`src/rtl/alu_pkg.sv`:
```
// Shared definitions for the ALU and its two-requester arbiter:
// op-code constants, default widths and the response FIFO entry layout.
package alu_pkg;

    localparam int ALU_WIDTH = 16;
    localparam int ALU_OPW   = 3;

    localparam logic [ALU_OPW-1:0] ALU_ADD = 3'b000;
    localparam logic [ALU_OPW-1:0] ALU_SUB = 3'b001;
    localparam logic [ALU_OPW-1:0] ALU_AND = 3'b010;
    localparam logic [ALU_OPW-1:0] ALU_OR  = 3'b011;
    localparam logic [ALU_OPW-1:0] ALU_SLT = 3'b100;
    localparam logic [ALU_OPW-1:0] ALU_MUL = 3'b101;
    localparam logic [ALU_OPW-1:0] ALU_SHL = 3'b110;
    localparam logic [ALU_OPW-1:0] ALU_SHR = 3'b111;

    // One response: which requester issued it, the ALU result and its zero flag.
    typedef struct packed {
        logic                 id;
        logic [ALU_WIDTH-1:0] result;
        logic                 zero;
    } rsp_entry_t;

endpackage

```
`src/rtl/rr_arb2.sv`:
```
// Two-way round-robin arbiter. Produces a one-hot grant from the request
// valids; on contention the requester that was not granted last wins.
module rr_arb2 (
    input  logic [1:0] i_valid,
    input  logic       i_last_grant,
    output logic [1:0] o_grant
);

    // Grant the lone valid requester, or on contention the one not served last.
    always_comb begin
        o_grant = i_valid;
        if (i_valid == 2'b11) begin
            o_grant = i_last_grant ? 2'b01 : 2'b10;
        end
    end

endmodule

```
`src/rtl/alu_arbiter.sv`:
```
// Shares one combinational ALU between two valid/ready requesters.
// Handshakes: a transfer happens on a cycle where valid and ready are both
// high; a requester holds its fields stable while valid is high and ready is
// low, and ready never depends on the requester's own operand values.
// Results are tagged with the requester id and returned through a 2-entry
// register FIFO whose head drives the rsp_* outputs.
module alu_arbiter
    import alu_pkg::*;
#(
    parameter int WIDTH = ALU_WIDTH,
    parameter int OPW   = ALU_OPW
) (
    input  logic             clk,
    input  logic             reset,
    input  logic             req0_valid,
    output logic             req0_ready,
    input  logic [WIDTH-1:0] req0_a,
    input  logic [WIDTH-1:0] req0_b,
    input  logic [OPW-1:0]   req0_op,
    input  logic             req1_valid,
    output logic             req1_ready,
    input  logic [WIDTH-1:0] req1_a,
    input  logic [WIDTH-1:0] req1_b,
    input  logic [OPW-1:0]   req1_op,
    output logic [WIDTH-1:0] alu_a,
    output logic [WIDTH-1:0] alu_b,
    output logic [OPW-1:0]   alu_ctrl,
    input  logic [WIDTH-1:0] alu_result,
    input  logic             alu_zero,
    output logic             rsp_valid,
    input  logic             rsp_ready,
    output logic             rsp_id,
    output logic [WIDTH-1:0] rsp_result,
    output logic             rsp_zero
);

    logic [1:0]  w_valid;
    logic [1:0]  w_grant;
    logic        w_pop;
    logic        w_can_issue;
    logic        w_issue;
    rsp_entry_t  w_new;

    logic        r_last_grant;
    logic [1:0]  r_count;
    rsp_entry_t  r_head;
    rsp_entry_t  r_tail;

    assign w_valid = {req1_valid, req0_valid};

    rr_arb2 u_rr_arb2 (
        .i_valid      (w_valid),
        .i_last_grant (r_last_grant),
        .o_grant      (w_grant)
    );

    // A full FIFO can still accept when its head leaves in the same cycle.
    assign rsp_valid   = (r_count != 2'd0);
    assign w_pop       = rsp_valid & rsp_ready;
    assign w_can_issue = (r_count != 2'd2) | w_pop;

    assign req0_ready = w_grant[0] & w_can_issue & ~reset;
    assign req1_ready = w_grant[1] & w_can_issue & ~reset;
    assign w_issue    = (req0_valid & req0_ready) | (req1_valid & req1_ready);

    // Idle cycles show requester 0's fields so the ALU inputs stay deterministic.
    assign alu_a    = w_grant[1] ? req1_a  : req0_a;
    assign alu_b    = w_grant[1] ? req1_b  : req0_b;
    assign alu_ctrl = w_grant[1] ? req1_op : req0_op;

    assign w_new = '{id: w_grant[1], result: alu_result, zero: alu_zero};

    // Priority rotates only on an actual issue, so a stalled grant keeps its turn.
    always_ff @(posedge clk or posedge reset) begin
        if (reset) begin
            r_last_grant <= 1'b1;
        end else if (w_issue) begin
            r_last_grant <= w_grant[1];
        end
    end

    // Shift-style 2-entry FIFO: head feeds the outputs, tail refills the head on pop.
    always_ff @(posedge clk or posedge reset) begin
        if (reset) begin
            r_count <= 2'd0;
            r_head  <= '0;
            r_tail  <= '0;
        end else begin
            case ({w_issue, w_pop})
                2'b10: begin
                    if (r_count == 2'd0) begin
                        r_head <= w_new;
                    end else begin
                        r_tail <= w_new;
                    end
                    r_count <= r_count + 2'd1;
                end
                2'b01: begin
                    if (r_count == 2'd2) begin
                        r_head <= r_tail;
                    end
                    r_count <= r_count - 2'd1;
                end
                2'b11: begin
                    if (r_count == 2'd2) begin
                        r_head <= r_tail;
                        r_tail <= w_new;
                    end else begin
                        r_head <= w_new;
                    end
                end
                default: begin
                end
            endcase
        end
    end

    assign rsp_id     = r_head.id;
    assign rsp_result = r_head.result;
    assign rsp_zero   = r_head.zero;

endmodule
```
`config.mk`:
```
export PLATFORM = sky130hd
export DESIGN_NAME = alu_arbiter
export DESIGN_NICKNAME = d
export VERILOG_FILES = /design/src/rtl/alu_pkg.sv /design/src/rtl/rr_arb2.sv /design/src/rtl/alu_arbiter.sv
export SDC_FILE = /design/constraint.sdc
export NUM_CORES = 1
export LEC_CHECK = 0
export BUFFER_PORTS_ARGS = -buffer_cell sky130_fd_sc_hd__buf_2
export CORE_MARGIN = 3
export CORE_UTILIZATION = 39
export DETAILED_ROUTE_END_ITERATION = 10
export PLACE_DENSITY = 0.75
export REMOVE_ABC_BUFFERS = 1
export SYNTH_ARGS = -nofsm -noshare
export SYNTH_HDL_FRONTEND = slang
export SYNTH_SLANG_ARGS = --single-unit
```
`constraint.sdc`:
```
create_clock -name clk -period 3.15 [get_ports clk]
set_input_delay 0.315 -clock clk [delete_from_list [all_inputs] [get_ports clk]]
set_output_delay 0.315 -clock clk [all_outputs]
set_load 0.01 [all_outputs]
```
## Word-level counts from Yosys, hierarchy flattened

Index checks and enable logic that the tools add are counted.

| operators by class | value |
|---|---|
| eq/ne operators | 10 |
| mux-type cells | 13 |
| bitwise logic cells | 10 |
| add/subtract/negate cells | 2 |
| reduce and logical (&&, ||, !) cells | 7 |

Operators by type and width:

| operator | count |
|---|---|
| $mux 18 | 5 |
| $pmux 18 s3 | 1 |
| $pmux 18 s2 | 1 |
| $mux 16 | 2 |
| $ne 2x2->1 const B | 5 |
| $eq 2x2->1 const B | 4 |
| $and 1x1->1 | 7 |
| $reduce_and 3->1 | 2 |
| $reduce_bool 2->1 | 3 |
| $mux 2 | 2 |
| $pmux 2 s2 | 1 |
| $mux 3 | 1 |
| $reduce_bool 3->1 | 1 |
| $add 2x1->2 const B | 1 |
| $eq 2x1->1 const B | 1 |
| $logic_not 2->1 | 1 |
| $or 1x1->1 | 2 |
| $sub 2x1->2 const B | 1 |
| $not 1->1 | 1 |

| storage, ports and cells | value |
|---|---|
| register bits after elaboration | 39 |
| input bits | 92 |
| logic and storage cells | 50 |
| output and inout port bits | 56 |

## Logic depth before layout (Yosys ltp)

| depth | value |
|---|---|
| word-level depth | 10 |
| gate-level depth with buffers | 11 |
| gate-level depth less buffers | 9 |

## By module

Synthesis repeated with hierarchy kept, for this count alone.

| second synthesis, totals | value |
|---|---|
| cell total of the unflattened synthesis | 175 |
| area total of the unflattened synthesis | 2,367.3 µm² |

Modules (own cells, without submodules):

| module | instances | area each (µm²) | cells each |
|---|---|---|---|
| alu_arbiter | 1 | 2,348.5 | 172 |
| rr_arb2 | 1 | 18.8 | 3 |

## Least setup slack after synthesis

Ideal clock, no wire load.

| timing path | value |
|---|---|
| path type | reg-to-reg |
| from | register r_count[0] |
| to | register r_head (netlist bit rsp_id) |
| stages on the path, launching flop included | 12 |
| setup time | 0.125 ns |
| clock period less this slack | 2.475 ns |
| arrival time | 2.350 ns |
| path slack | 0.675 ns |
| data required time | 3.025 ns |
| path through | dfrtp_1 > buf_6 > nor2_1 > a21oi_1 > o21a_1 > inv_1 > ha_1 > mux2i_1 > a21oi_1 > nor2_2 > buf_2 > mux2_4 |

| on the way | value |
|---|---|
| word-level cells in the longest chain between the ends | 10 |

Ends and longest elaborated chain:

| item | RTL line | RTL |
|---|---|---|
| from (decl) | alu_arbiter.sv:45 | `logic [1:0] r_count;` |
| from (signal assigned) | alu_arbiter.sv:96 | `r_count <= r_count + 2'd1;` |
| from (signal assigned) | alu_arbiter.sv:102 | `r_count <= r_count - 2'd1;` |
| $reduce_bool 2->1 | alu_arbiter.sv:58 | `assign rsp_valid = (r_count != 2'd0);` |
| $and 1x1->1 | alu_arbiter.sv:59 | `assign w_pop = rsp_valid & rsp_ready;` |
| $or 1x1->1 | alu_arbiter.sv:60 | `assign w_can_issue = (r_count != 2'd2) \| w_pop;` |
| $and 1x1->1, on equally long branches (2 in series) | alu_arbiter.sv:62, alu_arbiter.sv:63 |  |
| $and 1x1->1 | alu_arbiter.sv:64 | `assign w_issue = (req0_valid & req0_ready) \| (req1_valid & req1_ready);` |
| $or 1x1->1 | alu_arbiter.sv:64 |  |
| $eq 2x1->1 or $eq 2x2->1 (tied branches) | alu_arbiter.sv:89 | `case ({w_issue, w_pop})` |
| $ne 2x2->1 (no source line) or $reduce_bool 3->1 (tied branches) | -- |  |
| $reduce_and 3->1 (no source line) | -- |  |
| to (signal assigned) | alu_arbiter.sv:92 | `r_head <= w_new;` |
| to (signal assigned) | alu_arbiter.sv:100 | `r_head <= r_tail;` |
| to (signal assigned) | alu_arbiter.sv:106 | `r_head <= r_tail;` |
| to (decl) | alu_arbiter.sv:46 | `rsp_entry_t r_head;` |

Several ways; a longest one is shown, not always the timed one.
A chain may end at the register's enable or synchronous reset.

## Worst setup path in the final report

| timing path | value |
|---|---|
| from | register r_count[0] |
| to | register r_head (netlist bit rsp_result[3]) |

Same word-level chain as after synthesis.

==> summary.md <==
| Metric | Value |
|---|---|
| GR Overflow Total | 0 |
| Resize count post-CTS | 0 |
| Number of enable flip-flop cells after synthesis | 0 |
| Hold Vio Cnt, Final | 0 |
| Port Buf Inserts | roughly 150 |
| H-Tree Depth | 2 |
| Register area share after synthesis | 42.7% |
| Vias in the first global route | 1908 |
| Starting Density | 40.9% |
| CP peak stage delay | 0.48 ns |
| Synth area leaders | dfrtp_1 42%, mux2_2 30%, a22o_1 6.9% |
| DRC | 0 |
| Max Cap Viol | 0 |
| Synth top cells by count | 61 x mux2_2, 38 x dfrtp_1, 18 x a22o_1, 10 x mux2_4, 7 x buf_2 |
| Min Tclk post-route | roughly 2.5 ns |
| DIE AREA | 6830 sq um |
| First-pass GRT wire length | 9.00 mm |
| Crit-path most repeated cell | o21a_1 |
| Dpl cells | 386 |
| Vias | 1913 |
| Worst-margin pin slew | 0.648 ns |
| Worst path bufs/invs | 1 |
| Outcome | complete, no violations |
| GR Util All Layers | 17.6% |
| Syn Inst Count | 174 |
| Final total power | 2.40 mW |
| Die height | around 83 um |
| Slowest-stage cell, CP | dfrtp_1 |
| Root Buffer | clkbuf_8 |
| Area grow syn2layout | 38.3% |
| Synth warn | 0 |
| Cell Chain, Critical Path | nor2_1 > a21oi_1 > o21a_1 > inv_1 > ha_1 > o21a_1 > a22o_1 > mux2_2 |
| Async SR Flop Fraction | 100% |
| Worst hold path type | in -> async |
| Rows | 27 |
| CTS tree | built |
| Post-Synthesis Mean Instance Area | 13.2 sq um |
| Layout cells sized above 1 | 73.0% |
| Max IR drop VDD | 0.377 mV |
| Delay-heaviest family, CP | compound AO/OA/AOI/OAI gates |
| Power Density | 757 nW/um^2 |
| Clock slew at reported path FFs | 0.07 ns |
| Clock Tree Buf Depth | 2 |
| Slew Limit Fails | 0 |
| Max Fanout on Critical Path | 18 |
| GPL Wtd Cong | 0.795 |
| Post-DRT Antenna Nets | 0 |
| Largest net degree at the start of global routing | 40 |
| Post-DR wirelength/cell | 15.3 um |
| P_leak | 1.63 nW |
| Die width | 82.6 um |
| Yosys top cell area share | 41.5% |
| Final Net Count | around 420 |
| Core area | 5610 sq um |
| Clock sinks | 39 |
| Slew margin rel. | 56.8% |
| Startpoint types | register |
| Critical Path RT | 3.33 ns |
| Most common cell in the synthesized netlist | mux2_2 |
| # fillers | 500 |
| TritonCTS Buffers | 5 |
| Final setup skew | between 0.003 and 0.004 ns |
| Synthesized cell area | 2290 sq um |
| Hpwl dp | between 4 and 5 mm |
| Hold buffer count at CTS | 0 |
| DRT Pass-1 Iters | 4 |
| Post-Layout Cell Count | slightly below 400 |
| Crit. End Element | register |
| Routed vias/inst | 4.84 |
| Synth cell types | 26 |
| Max Clock Freq | about 400 MHz |
| Data arrival, critical path | 2.67 ns |
| Synth area leader | dfrtp_1 |
| I/O Pins | between 100 and 150 |
| Starting DRC count in detailed routing | 71 |
| # setup viols final | 0 |
| DRT Wirelength | about 6.1 mm |
| RSZ-0062 raised after global routing | false |
| Worst-Skew Late Latency | 0.29 ns |
| Post-CTS Setup Bufs | 0 |
| Initial antenna violation count | 1 |
| CP Class | reg -> reg |
| Ys flop type | dfrtp_1 |
| FF+latch count, synth | 39 |
| Final cycle utilization of the critical path | 79.0% |
[logic make-up after synthesis]
group                      share of synthesized area [%]
muxes                                               37.0
DFF                                                 42.7
AOI/OAI and AO/OA                                   9.72
buffers and inverters                               4.10
and+or+nand+nor                                     2.68
adders and majority gates                           2.73
xor gates and xnor gates                            1.15
[through the flow]
step           utilization, %  worst slack (ns)  setup TNS, ns  hold WS [ns]  cell area [sq um]
2_1_floorplan               -            -0.765         -28.31         0.385               2220
3_3_place_gp             55.0             0.759              0         0.474               3090
3_5_place_dp             55.0             0.645              0         0.476               3090
4_1_cts                  56.5             0.629              0         0.154               3170
5_1_grt                  56.5             0.412              0         0.186               3170
6_report                 56.5             0.662              0         0.141               3170
[tightest hold or removal path, delay by kind of cell]
family,cells,cell delay (ns)
buffers and inverters,3,0.56
[area by class of cell]
class                           count  area [sq um]  area share (%)
Multi-Input combinational cell    119          1230            38.8
Clock inverter                      1          5.00           0.158
Timing Repair Buffer              151           766            24.2
Inverter                            5          21.3           0.671
Antenna cell                        1          2.50          0.0790
Sequential cell                    39           977            30.8
Clock buffer                        7          76.3            2.41
Tap cell                           72          90.1            2.84
[sequential cells by signal (all words and copies together) (netlist names)]
register	count
r_count	2
r_last_grant	1
r_tail	18
rsp_id	1
rsp_result	16
rsp_zero	1
[metal layers]
layer  global-route usage [%]  share of wire, %  vias up
met1                     18.3                37      871
li1                         -                 -      931
met5                        0                 0        -
met3                     5.86               9.7       12
met2                     31.3                51       99
met4                     8.99               2.6        0
[final timing paths]
kind	start	end	slack, ns	cells after the start
min in group clk	req0_valid	r_last_grant$_DFFE_PP1N_	0.26	2
worst min-delay path	reset	r_tail[10]$_DFFE_PP0P_	0.14	3
worst min register to register	rsp_result[4]$_DFFE_PP0P_	rsp_result[4]$_DFFE_PP0P_	0.51	1
worst max register to register	r_count[0]$_DFFE_PP0P_	rsp_result[3]$_DFFE_PP0P_	0.66	8
worst max-delay path	r_count[0]$_DFFE_PP0P_	rsp_result[3]$_DFFE_PP0P_	0.66	8
max in group asynchronous	reset	r_last_grant$_DFFE_PP1N_	2.65	3
[where the power goes]
| part | total, mW | switching, mW | internal [mW] |
|---|---|---|---|
| logic | 1.17 | 0.501 | 0.668 |
| registers | 0.902 | 0.147 | 0.755 |
| clock network | 0.328 | 0.173 | 0.155 |
| total | 2.40 | 0.821 | 1.58 |
[cells in the final DEF (no fill, tap or decap)]
| cell type | instances |
|---|---|
| nor2b_1 | 1 |
| o21a_1 | 2 |
| and2_1 | 1 |
| nand2_4 | 1 |
| nor2_1 | 3 |
| buf_2 | 147 |
| nor2_2 | 1 |
| dfrtp_1 | 38 |
| o221a_2 | 1 |
| inv_4 | 1 |
| clkinv_2 | 1 |
| xnor2_1 | 2 |
| dfstp_2 | 1 |
| clkbuf_8 | 5 |
| a31oi_1 | 1 |
| a21oi_1 | 5 |
| inv_1 | 4 |
| mux2i_1 | 1 |
| xor2_1 | 1 |
| diode_2 | 1 |
| clkbuf_1 | 2 |
| nand2_1 | 3 |
| buf_4 | 4 |
| mux2_4 | 10 |
| ha_1 | 5 |
| or2_4 | 1 |
| a21boi_4 | 1 |
| mux2_2 | 61 |
| a22o_1 | 18 |
Power figures use the tool's default switching activity.
